<file path="config.mk">
export PLATFORM = sky130hd
export DESIGN_NAME = dcache_assoc
export DESIGN_NICKNAME = d
export VERILOG_FILES = /design/src/rtl/dcache_assoc.sv
export SDC_FILE = /design/constraint.sdc
export NUM_CORES = 2
export LEC_CHECK = 0
export CAP_MARGIN = 20
export CELL_PAD_IN_SITES_DETAIL_PLACEMENT = 2
export CELL_PAD_IN_SITES_GLOBAL_PLACEMENT = 2
export CORE_MARGIN = 2
export CORE_UTILIZATION = 34
export DETAILED_ROUTE_END_ITERATION = 8
export GPL_TIMING_DRIVEN = 0
export PLACE_DENSITY_LB_ADDON = 0.1
export SYNTH_ARGS = -nofsm -noshare
export SYNTH_HDL_FRONTEND = slang
export SYNTH_SLANG_ARGS = --single-unit
export TNS_END_PERCENT = 100
</file>
<file path="constraint.sdc">
create_clock -name clk -period 4.4 [get_ports clk]
set_clock_uncertainty 0.05 [all_clocks]
set_input_delay 0.88 -clock clk [delete_from_list [all_inputs] [get_ports clk]]
set_output_delay 0.88 -clock clk [all_outputs]
set_load 0.01 [all_outputs]
</file>
<file path="src/rtl/dcache_assoc.sv">
// dcache_assoc -- fully-associative, write-back, write-allocate data cache.
//
// A lookup runs combinationally in IDLE whenever MEM_ld or MEM_str is high.
// A hit completes in the same cycle. A miss stalls the pipeline, optionally
// writes back a dirty victim (WB), refills the line (FILL), and then replays
// the access in IDLE.
//
// Ports
//   clk, rst                  clock, synchronous active-high reset
//   MEM_ld / MEM_str          load / store request (both high = load+store)
//   MEM_byt                   byte access (low byte only)
//   MEM_alu_out               word address; MEM_b2 store data
//   MEM_data_mem              load data, or MEM_alu_out when no load hits
//   MEM_stall                 pipeline hold
//   Dc_mem_req/Dc_mem_addr    refill request and line address
//   MEM_data_line/MEM_mem_valid  refill data and its valid strobe
//   Dc_wb_we/Dc_wb_addr/Dc_wb_wline  victim write-back
//   Dc_wb_ready               write-back accepted
//
// Optional: define DCACHE_PERF_EN to add the saturating 32-bit
// Dc_hit_cnt / Dc_miss_cnt outputs.
module dcache_assoc #(
  parameter int XLEN  = 32,
  parameter int LINES = 4,
  parameter int WORDS = 4,
  parameter int LADDR = 10
) (
  input  logic                  clk,
  input  logic                  rst,
  input  logic                  MEM_ld,
  input  logic                  MEM_str,
  input  logic                  MEM_byt,
  input  logic [XLEN-1:0]       MEM_alu_out,
  input  logic [XLEN-1:0]       MEM_b2,
  output logic [XLEN-1:0]       MEM_data_mem,
  output logic                  MEM_stall,
  output logic                  Dc_mem_req,
  output logic [LADDR-1:0]      Dc_mem_addr,
  input  logic [WORDS*XLEN-1:0] MEM_data_line,
  input  logic                  MEM_mem_valid,
  output logic                  Dc_wb_we,
  output logic [LADDR-1:0]      Dc_wb_addr,
  output logic [WORDS*XLEN-1:0] Dc_wb_wline,
  input  logic                  Dc_wb_ready
`ifdef DCACHE_PERF_EN
  ,
  output logic [31:0]           Dc_hit_cnt,
  output logic [31:0]           Dc_miss_cnt
`endif
);

  localparam int OFFB = $clog2(WORDS);
  localparam int IDXB = $clog2(LINES);

  typedef enum logic [1:0] {IDLE, WB, FILL} state_t;
  state_t state, state_nx;

  logic [LINES-1:0]                       valid, dirty;
  logic [LINES-1:0][LADDR-1:0]            tag;
  logic [LINES-1:0][WORDS-1:0][XLEN-1:0]  data;

  logic [IDXB-1:0]  rr, victim, vsel, hit_idx, inv_idx;
  logic [LADDR-1:0] miss_line, line;
  logic [OFFB-1:0]  offset;
  logic [LINES-1:0] match;
  logic             access, hit, miss, any_inv;
  logic [XLEN-1:0]  cur_word;

  assign offset = MEM_alu_out[OFFB-1:0];
  assign line   = MEM_alu_out[OFFB+LADDR-1:OFFB];

  for (genvar i = 0; i < LINES; i++) begin : g_match
    assign match[i] = valid[i] && (tag[i] == line);
  end

  // Scan high-to-low so the lowest matching / invalid index wins.
  always_comb begin
    hit_idx = '0;
    inv_idx = '0;
    any_inv = 1'b0;
    for (int i = LINES-1; i >= 0; i--) begin
      if (match[i]) hit_idx = IDXB'(i);
      if (!valid[i]) begin
        inv_idx = IDXB'(i);
        any_inv = 1'b1;
      end
    end
  end

  assign access   = (state == IDLE) && (MEM_ld || MEM_str);
  assign hit      = access && (|match);
  assign miss     = access && !(|match);
  assign vsel     = any_inv ? inv_idx : rr;
  assign cur_word = data[hit_idx][offset];

  // The read is taken from current contents, so load+store returns pre-write data.
  assign MEM_data_mem = (hit && MEM_ld)
                        ? (MEM_byt ? {{(XLEN-8){1'b0}}, cur_word[7:0]} : cur_word)
                        : MEM_alu_out;

  assign Dc_mem_addr = miss_line;
  assign Dc_wb_addr  = (state == WB) ? tag[victim]  : '0;
  assign Dc_wb_wline = (state == WB) ? data[victim] : '0;

  always_comb begin
    state_nx   = state;
    MEM_stall  = 1'b0;
    Dc_mem_req = 1'b0;
    Dc_wb_we   = 1'b0;
    case (state)
      IDLE: begin
        if (miss) begin
          MEM_stall = 1'b1;
          state_nx  = (valid[vsel] && dirty[vsel]) ? WB : FILL;
        end
      end
      WB: begin
        MEM_stall = 1'b1;
        Dc_wb_we  = 1'b1;
        if (Dc_wb_ready) state_nx = FILL;
      end
      FILL: begin
        MEM_stall  = 1'b1;
        Dc_mem_req = 1'b1;
        if (MEM_mem_valid) state_nx = IDLE;
      end
      default: state_nx = IDLE;
    endcase
  end

  // Control state: valid/dirty, replacement pointer, miss latch.
  always_ff @(posedge clk) begin
    if (rst) begin
      state     <= IDLE;
      valid     <= '0;
      dirty     <= '0;
      rr        <= '0;
      miss_line <= '0;
      victim    <= '0;
    end else begin
      state <= state_nx;
      if (miss) begin
        miss_line <= line;
        victim    <= vsel;
      end
      if (hit && MEM_str) dirty[hit_idx] <= 1'b1;
      if (state == WB && Dc_wb_ready) dirty[victim] <= 1'b0;
      if (state == FILL && MEM_mem_valid) begin
        valid[victim] <= 1'b1;
        dirty[victim] <= 1'b0;
        // Pointer only advances when the fill lands on it, so invalid-slot
        // fills after reset do not disturb the round-robin order.
        if (victim == rr) rr <= rr + 1'b1;
      end
    end
  end

  // Payload arrays need no reset: valid gates every use.
  always_ff @(posedge clk) begin
    if (hit && MEM_str)
      data[hit_idx][offset] <= MEM_byt ? {cur_word[XLEN-1:8], MEM_b2[7:0]} : MEM_b2;
    if (state == FILL && MEM_mem_valid) begin
      data[victim] <= MEM_data_line;
      tag[victim]  <= miss_line;
    end
  end

`ifdef DCACHE_PERF_EN
  always_ff @(posedge clk) begin
    if (rst) begin
      Dc_hit_cnt  <= '0;
      Dc_miss_cnt <= '0;
    end else begin
      if (hit && Dc_hit_cnt != '1)   Dc_hit_cnt  <= Dc_hit_cnt + 1'b1;
      if (miss && Dc_miss_cnt != '1) Dc_miss_cnt <= Dc_miss_cnt + 1'b1;
    end
  end
`endif

endmodule

</file>
After elaboration in Yosys (flattened, before gate mapping)
Cells that the tools add are included.
{"block": "word_totals", "register_bits": 576, "inputBits": 199, "out_inout_bits": 183, "wordCells": 132}
{"block": "op_classes", "add_sub_neg": 1, "n_lt_le_gt_ge": 7, "n_eq_ne": 10, "muxes": 61, "n_bitwise": 5, "n_reduce_logical": 22}
{"operator": "$bwmux W512", "count": 2}
{"operator": "$mux W512", "count": 2}
{"operator": "$mux W128", "count": 5}
{"operator": "$bmux W128 S2", "count": 2}
{"operator": "$demux W128 S2", "count": 2}
{"operator": "$mux W32", "count": 5}
{"operator": "$bmux W32 S2", "count": 1}
{"operator": "$demux W32 S2", "count": 1}
{"operator": "$bwmux W40", "count": 1}
{"operator": "$eq A10 B10 Y1", "count": 4}
{"operator": "$mux W10", "count": 3}
{"operator": "$mux W2", "count": 13}
{"operator": "$bmux W10 S2", "count": 1}
{"operator": "$demux W10 S2", "count": 1}
{"operator": "$mux W4", "count": 5}
{"operator": "$logic_and A1 B1 Y1", "count": 15}
{"operator": "$lt A2 B3 Y1 const B", "count": 4}
{"operator": "$mux W1", "count": 11}
{"operator": "$and A4 B4 Y4", "count": 2}
{"operator": "$or A4 B4 Y4", "count": 2}
{"operator": "$ge A2 B1 Y1 const B", "count": 3}
{"operator": "$ne A2 B2 Y1 const B", "count": 3}
{"operator": "$pmux W2 S3", "count": 1}
{"operator": "$bmux W1 S2", "count": 2}
{"operator": "other kinds (14)", "count": 15}

Depth between registers and ports, before layout
{"block": "depth", "word_depth": 18, "ltp_mapped": 14, "ltp_nobuf": 9}

Least setup slack after synthesis
OpenSTA, ideal clock, no wires.
{"block": "synth_timing", "kind": "in2out", "startpoint": "in MEM_alu_out[10]", "endpoint": "out MEM_data_mem[7]", "arrival_ns": 3.128, "required_ns": 3.470, "setup_slack_ns": 0.342, "stages": 11, "n_path_buf": 3, "cell_sequence": "buf_2 -> xor2_1 -> nor4_1 -> nand3_2 -> nor4_4 -> buf_6 -> buf_4 -> a22oi_1 -> o21ai_0 -> nor3_1 -> a21oi_1"}
{"block": "synth_via", "elab_chain_cells": 12, "word_cells_on_any_way": 21, "classes_between": "4 x eq/ne; 10 x mux; 7 x reduce/logical"}
{"item": "start: declaration", "line_no": "33", "rtl": "input logic [XLEN-1:0] MEM_alu_out,"}
{"item": "$eq A10 B10 Y1", "line_no": "73", "rtl": "assign match[i] = valid[i] && (tag[i] == line);"}
{"item": "$logic_and A1 B1 Y1", "line_no": "73"}
{"item": "$mux W2 (4 in series)", "line_no": "82", "rtl": "if (match[i]) hit_idx = IDXB'(i);"}
{"item": "$bmux W128 S2", "line_no": "94", "rtl": "assign cur_word = data[hit_idx][offset];"}
{"item": "$mux W128 (implied by the code)", "line_no": "94"}
{"item": "$bmux W32 S2", "line_no": "94"}
{"item": "$mux W32 (implied by the code)", "line_no": "94"}
{"item": "$mux W32", "line_no": "98", "rtl": "? (MEM_byt ? {{(XLEN-8){1'b0}}, cur_word[7:0]} : cur_word)"}
{"item": "$mux W32 (*)", "line_no": "98"}
{"item": "end: declaration", "line_no": "35", "rtl": "output logic [XLEN-1:0] MEM_data_mem,"}
Every way passes the cells marked *; elsewhere a longest branch is shown, timed or not. The select of a mux whose other input is x is not followed.

Worst setup path after layout
{"block": "layout_timing", "startpoint": "reg state[0]", "endpoint": "reg data[155] (netlist name)"}
{"block": "layout_via", "elab_chain_cells": 7, "word_cells_on_any_way": 9, "classes_between": "1 x eq/ne; 3 x mux; 5 x reduce/logical"}
{"item": "start: declaration", "line_no": "56", "rtl": "state_t state, state_nx;"}
{"item": "start signal: assignment", "line_no": "141", "rtl": "state <= state_nx;"}
{"item": "$logic_not A2 Y1", "line_no": "90", "rtl": "assign access = (state == IDLE) && (MEM_ld || MEM_str);"}
{"item": "$logic_and A1 B1 Y1", "line_no": "90"}
{"item": "$logic_and A1 B1 Y1", "line_no": "91", "rtl": "assign hit = access && (|match);"}
{"item": "$logic_and A1 B1 Y1", "line_no": "160", "rtl": "if (hit && MEM_str)"}
{"item": "$mux W512", "line_no": "160"}
{"item": "$bwmux W512", "line_no": "163", "rtl": "data[victim] <= MEM_data_line;"}
{"item": "$mux W512 (*)", "line_no": "162", "rtl": "if (state == FILL && MEM_mem_valid) begin"}
{"item": "end signal: indexed assignment", "line_no": "161", "rtl": "data[hit_idx][offset] <= MEM_byt ? {cur_word[XLEN-1:8], MEM_b2[7:0]} : MEM_b2;"}
{"item": "end signal: indexed assignment", "line_no": "163"}
{"item": "end: declaration", "line_no": "60", "rtl": "logic [LINES-1:0][WORDS-1:0][XLEN-1:0] data;"}
Every way passes the cells marked *; elsewhere a longest branch is shown, timed or not.
A chain may end at the register's enable or synchronous reset.

==> metrics.md <==
| Metric | Value |
|---|---|
| Status | `complete, but fails checks` |
| Failing checks | `max-capacitance violations, max-slew violations, negative setup slack` |
| Post-synth top area share | `30.8%` |
| Die W | `324 um` |
| H-tree depth | `3` |
| IO Count | `382` |
| Synth Flop Type | `dfxtp_1` |
| Gr ovfl total | `0` |
| Clock sink count | `576` |
| Syn Inst Count | `4,392` |
| Post-synth top cells | `762 x nand2_1, 544 x o21ai_0, 536 x dfxtp_1, 373 x a21oi_1, 370 x o211ai_1` |
| Setup crit start kind | `flop` |
| Synth area leader | `dfxtp_1` |
| Final worst path period share | `112%` |
| Slew @ Worst Pin | `1.69 ns` |
| Leakage power | `17.5 nW` |
| Worst setup margin | `-0.531 ns` |
| Post-DP HPWL | `187,000 um` |
| Vias in the first global route | `45,100` |
| Routed vias/inst | `7.00` |
| Avg WL per Cell | `42.2 um` |
| Layout area overhead | `36.9%` |
| Root buf cell | `clkbuf_16` |
| Vias | `45,200` |
| Die H | `324 um` |
| Number of remaining DRC errors | `0` |
| Post-route ant nets | `0` |
| Initial Utilization | `34.2%` |
| Nets | `5,229` |
| Std cell rows | `117` |
| Layout cells sized above 1 | `20.9%` |
| Largest net degree at the start of global routing | `20` |
| Final setup vio count | `156` |
| CTS tree | `built` |
| Clk pwr share | `36.1%` |
| FFs w/ async S/R, synth | `0%` |
| Total die area | `0.105 mm^2` |
| First drt pass iteration count | `6` |
| Number of synthesized flops with an enable pin | `40` |
| Rel. slew slack | `-13.1%` |
| Top cells by area, synth | `dfxtp_1 31%, mux4_2 8.9%, nand2_1 8.2%, o211ai_1 8.0%, o21ai_0 7.8%` |
| Iter 0 DRT Violations | `5,981` |
| Critical Path Start | `state[0]` |
| Yosys warnings | `0` |
| Worst Path Required | `4.86 ns` |
| Post-layout min period | `4.93 ns` |
| Power Dens Cells | `388 mW/mm^2` |
| TritonCTS Buffers | `75` |
| All-Layer GR Usage | `48.9%` |
| Max Root-Sink Buffers | `3` |
| GP Congestion | `1.03` |
| Final Max Tran Viols | `7` |
| Crit end category | `flop` |
| Register area share after synthesis | `34.3%` |
| Setup tns final | `-26.48 ns` |
| Latest clock arrival within the worst-skew pair | `0.69 ns` |
| Comb pwr share | `25.7%` |
| Initial antenna violation count | `21` |
| Post-Syn Area | `0.0348 mm^2` |
| First-pass GRT wire length | `358,000 um` |
| Flop pwr share | `38.3%` |
| Int Power | `0.0119 W` |
| Placeable Area | `0.102 mm^2` |
| #FFs+latches synth | `576` |
| Synth cell types | `74` |
| Worst Path Class, Setup | `reg -> reg` |
| Clock Pin Slew Worst Setup and Hold Paths | `0.07 ns` |
| Max Clk Rate | `203 MHz` |
| Count leader, synth | `nand2_1` |
| Sw Ratio | `35.4%` |
| Unrepaired setup endpoints after global routing | `yes` |
| FF-to-FF Start | `state[0]` |
| Final hold violations | `0` |
| Hold Path Class | `reg -> reg` |
| Peak VDD IR | `294 uV` |
| Final wirelength | `273,000 um` |
| Max Cap Viol | `1` |
| Post-synth net total | `4,595` |
| Util after Layout | `46.9%` |
| HP Start | `data[358]` |
| Worst path arrival time | `5.39 ns` |
| IO Port Bufs | `361` |
| Crit Path Max Fanout | `10` |
| Syn_area_per_cell | `7.93 um^2` |
| Switching pwr | `0.00654 W` |
[worst paths after layout]
path                    end  slack [ns]  depth (start not counted)
setup / recovery  data[155]       -0.53                         10
hold / removal    data[358]        0.45                          2
setup reg to reg  data[155]       -0.53                         10
hold reg to reg   data[358]        0.45                          2
[layout by cell type, fill, tap and decap left out, types with 19 or more instances in the layout]
cell,count
mux4_2,138
nor2_1,308
buf_12,45
buf_2,86
a21oi_1,326
a221oi_2,19
nand2_1,749
and2_1,140
o21ai_1,44
nor3_2,28
a31oi_1,127
buf_4,123
dfxtp_1,535
buf_6,74
xnor2_2,23
a221o_1,24
nor3_1,25
o211a_4,23
o211ai_1,370
nand3_1,25
edfxtp_1,40
mux2i_1,48
nand2b_1,26
clkbuf_2,37
o21ai_2,31
clkbuf_1,247
o22ai_2,24
inv_1,38
buf_8,41
clkdlybuf4s50_1,328
o21ai_0,491
a21oi_2,44
a22oi_1,21
clkbuf_8,24
clkbuf_16,86
[metal layers]
layer / vias up / GRT usage [%] / wire (um)
met4: 24 / 39.5 / 27200
li1: 17300 / - / -
met3: 1416 / 17.4 / 34600
met2: 3805 / 72.6 / 115000
met1: 22700 / 56.8 / 95600
met5: - / 0 / 242
[worst max-delay path, cell delays in order (launching register included)]
cell      delay (ns)
dfxtp_1         0.40
inv_1           0.08
ha_1            0.22
clkbuf_1        0.21
nand3_1         0.15
nand2b_1        0.12
clkbuf_1        0.65
nand2_1         0.33
nor2_1          1.34
clkbuf_1        1.03
a21oi_1         0.18
[state kept, by name (all words and copies together), names as in the netlist]
register     count
Dc_mem_addr     10
data           512
dirty            4
rr               2
state            2
tag             40
valid            4
victim           2
[per-stage QoR]
step | power (W) | area (um^2) | std cells | hold WS (ns) | setup slack, ns
after floorplan | 0.00928 | 34800 | 4392 | 0.390 | 0.342
after global placement | 0.0109 | 40100 | 6121 | 0.412 | -2.76
after detailed placement | 0.0111 | 40700 | 6152 | 0.424 | -2.48
after CTS | 0.0178 | 45700 | 6367 | 0.438 | -0.289
after global routing | 0.0189 | 47700 | 6455 | 0.469 | -0.378
final | 0.0185 | 47700 | 6463 | 0.452 | -0.531
[timing repair]
| action | 4_1_cts | 5_1_grt |
|---|---|---|
| pin swaps | 98 | 134 |
| setup buffers | 82 | 68 |
| hold buffers | 0 | 0 |
| cloned | 3 | 8 |
| setup endpoints to repair | 527 | 86 |
| resized for setup | 565 | 311 |
[power by group through the flow]
stage | registers [W] | logic [W] | clock network, W
after detailed placement | 0.00705 | 0.00403 | 0
after CTS | 0.00698 | 0.00430 | 0.00652
after global placement | 0.00702 | 0.00385 | 0
after floorplan | 0.00671 | 0.00257 | 0
after global routing | 0.00712 | 0.00496 | 0.00677
final | 0.00707 | 0.00474 | 0.00666
[logic make-up (layout without fill, tap and decap cells)]
group / after synthesis / after routing / synth area share (%)
other: 0 / 10 / 0
buffers and inverters: 500 / 1193 / 6.73
adder cells (fa/ha/maj): 4 / 4 / 0.144
multiplexers: 194 / 194 / 10.5
AND/OR/NAND/NOR: 1419 / 1419 / 17.6
XOR/XNOR: 41 / 41 / 1.03
AO/OA/AOI/OAI: 1658 / 1658 / 29.7
flip-flops: 576 / 576 / 34.3
[area by class of cell]
cell class / count / area (um^2)
Clock inverter: 21 / 210
Multi-Input combinational cell: 3316 / 22500
Clock buffer: 115 / 2280
Sequential cell: 576 / 11900
Timing Repair Buffer: 567 / 6000
Fill cell: 11100 / 54100
Inverter: 39 / 148
Buffer: 451 / 2840
Antenna cell: 10 / 25.0
Tap cell: 1368 / 1710
No activity file was read; power rests on OpenSTA's default activity.
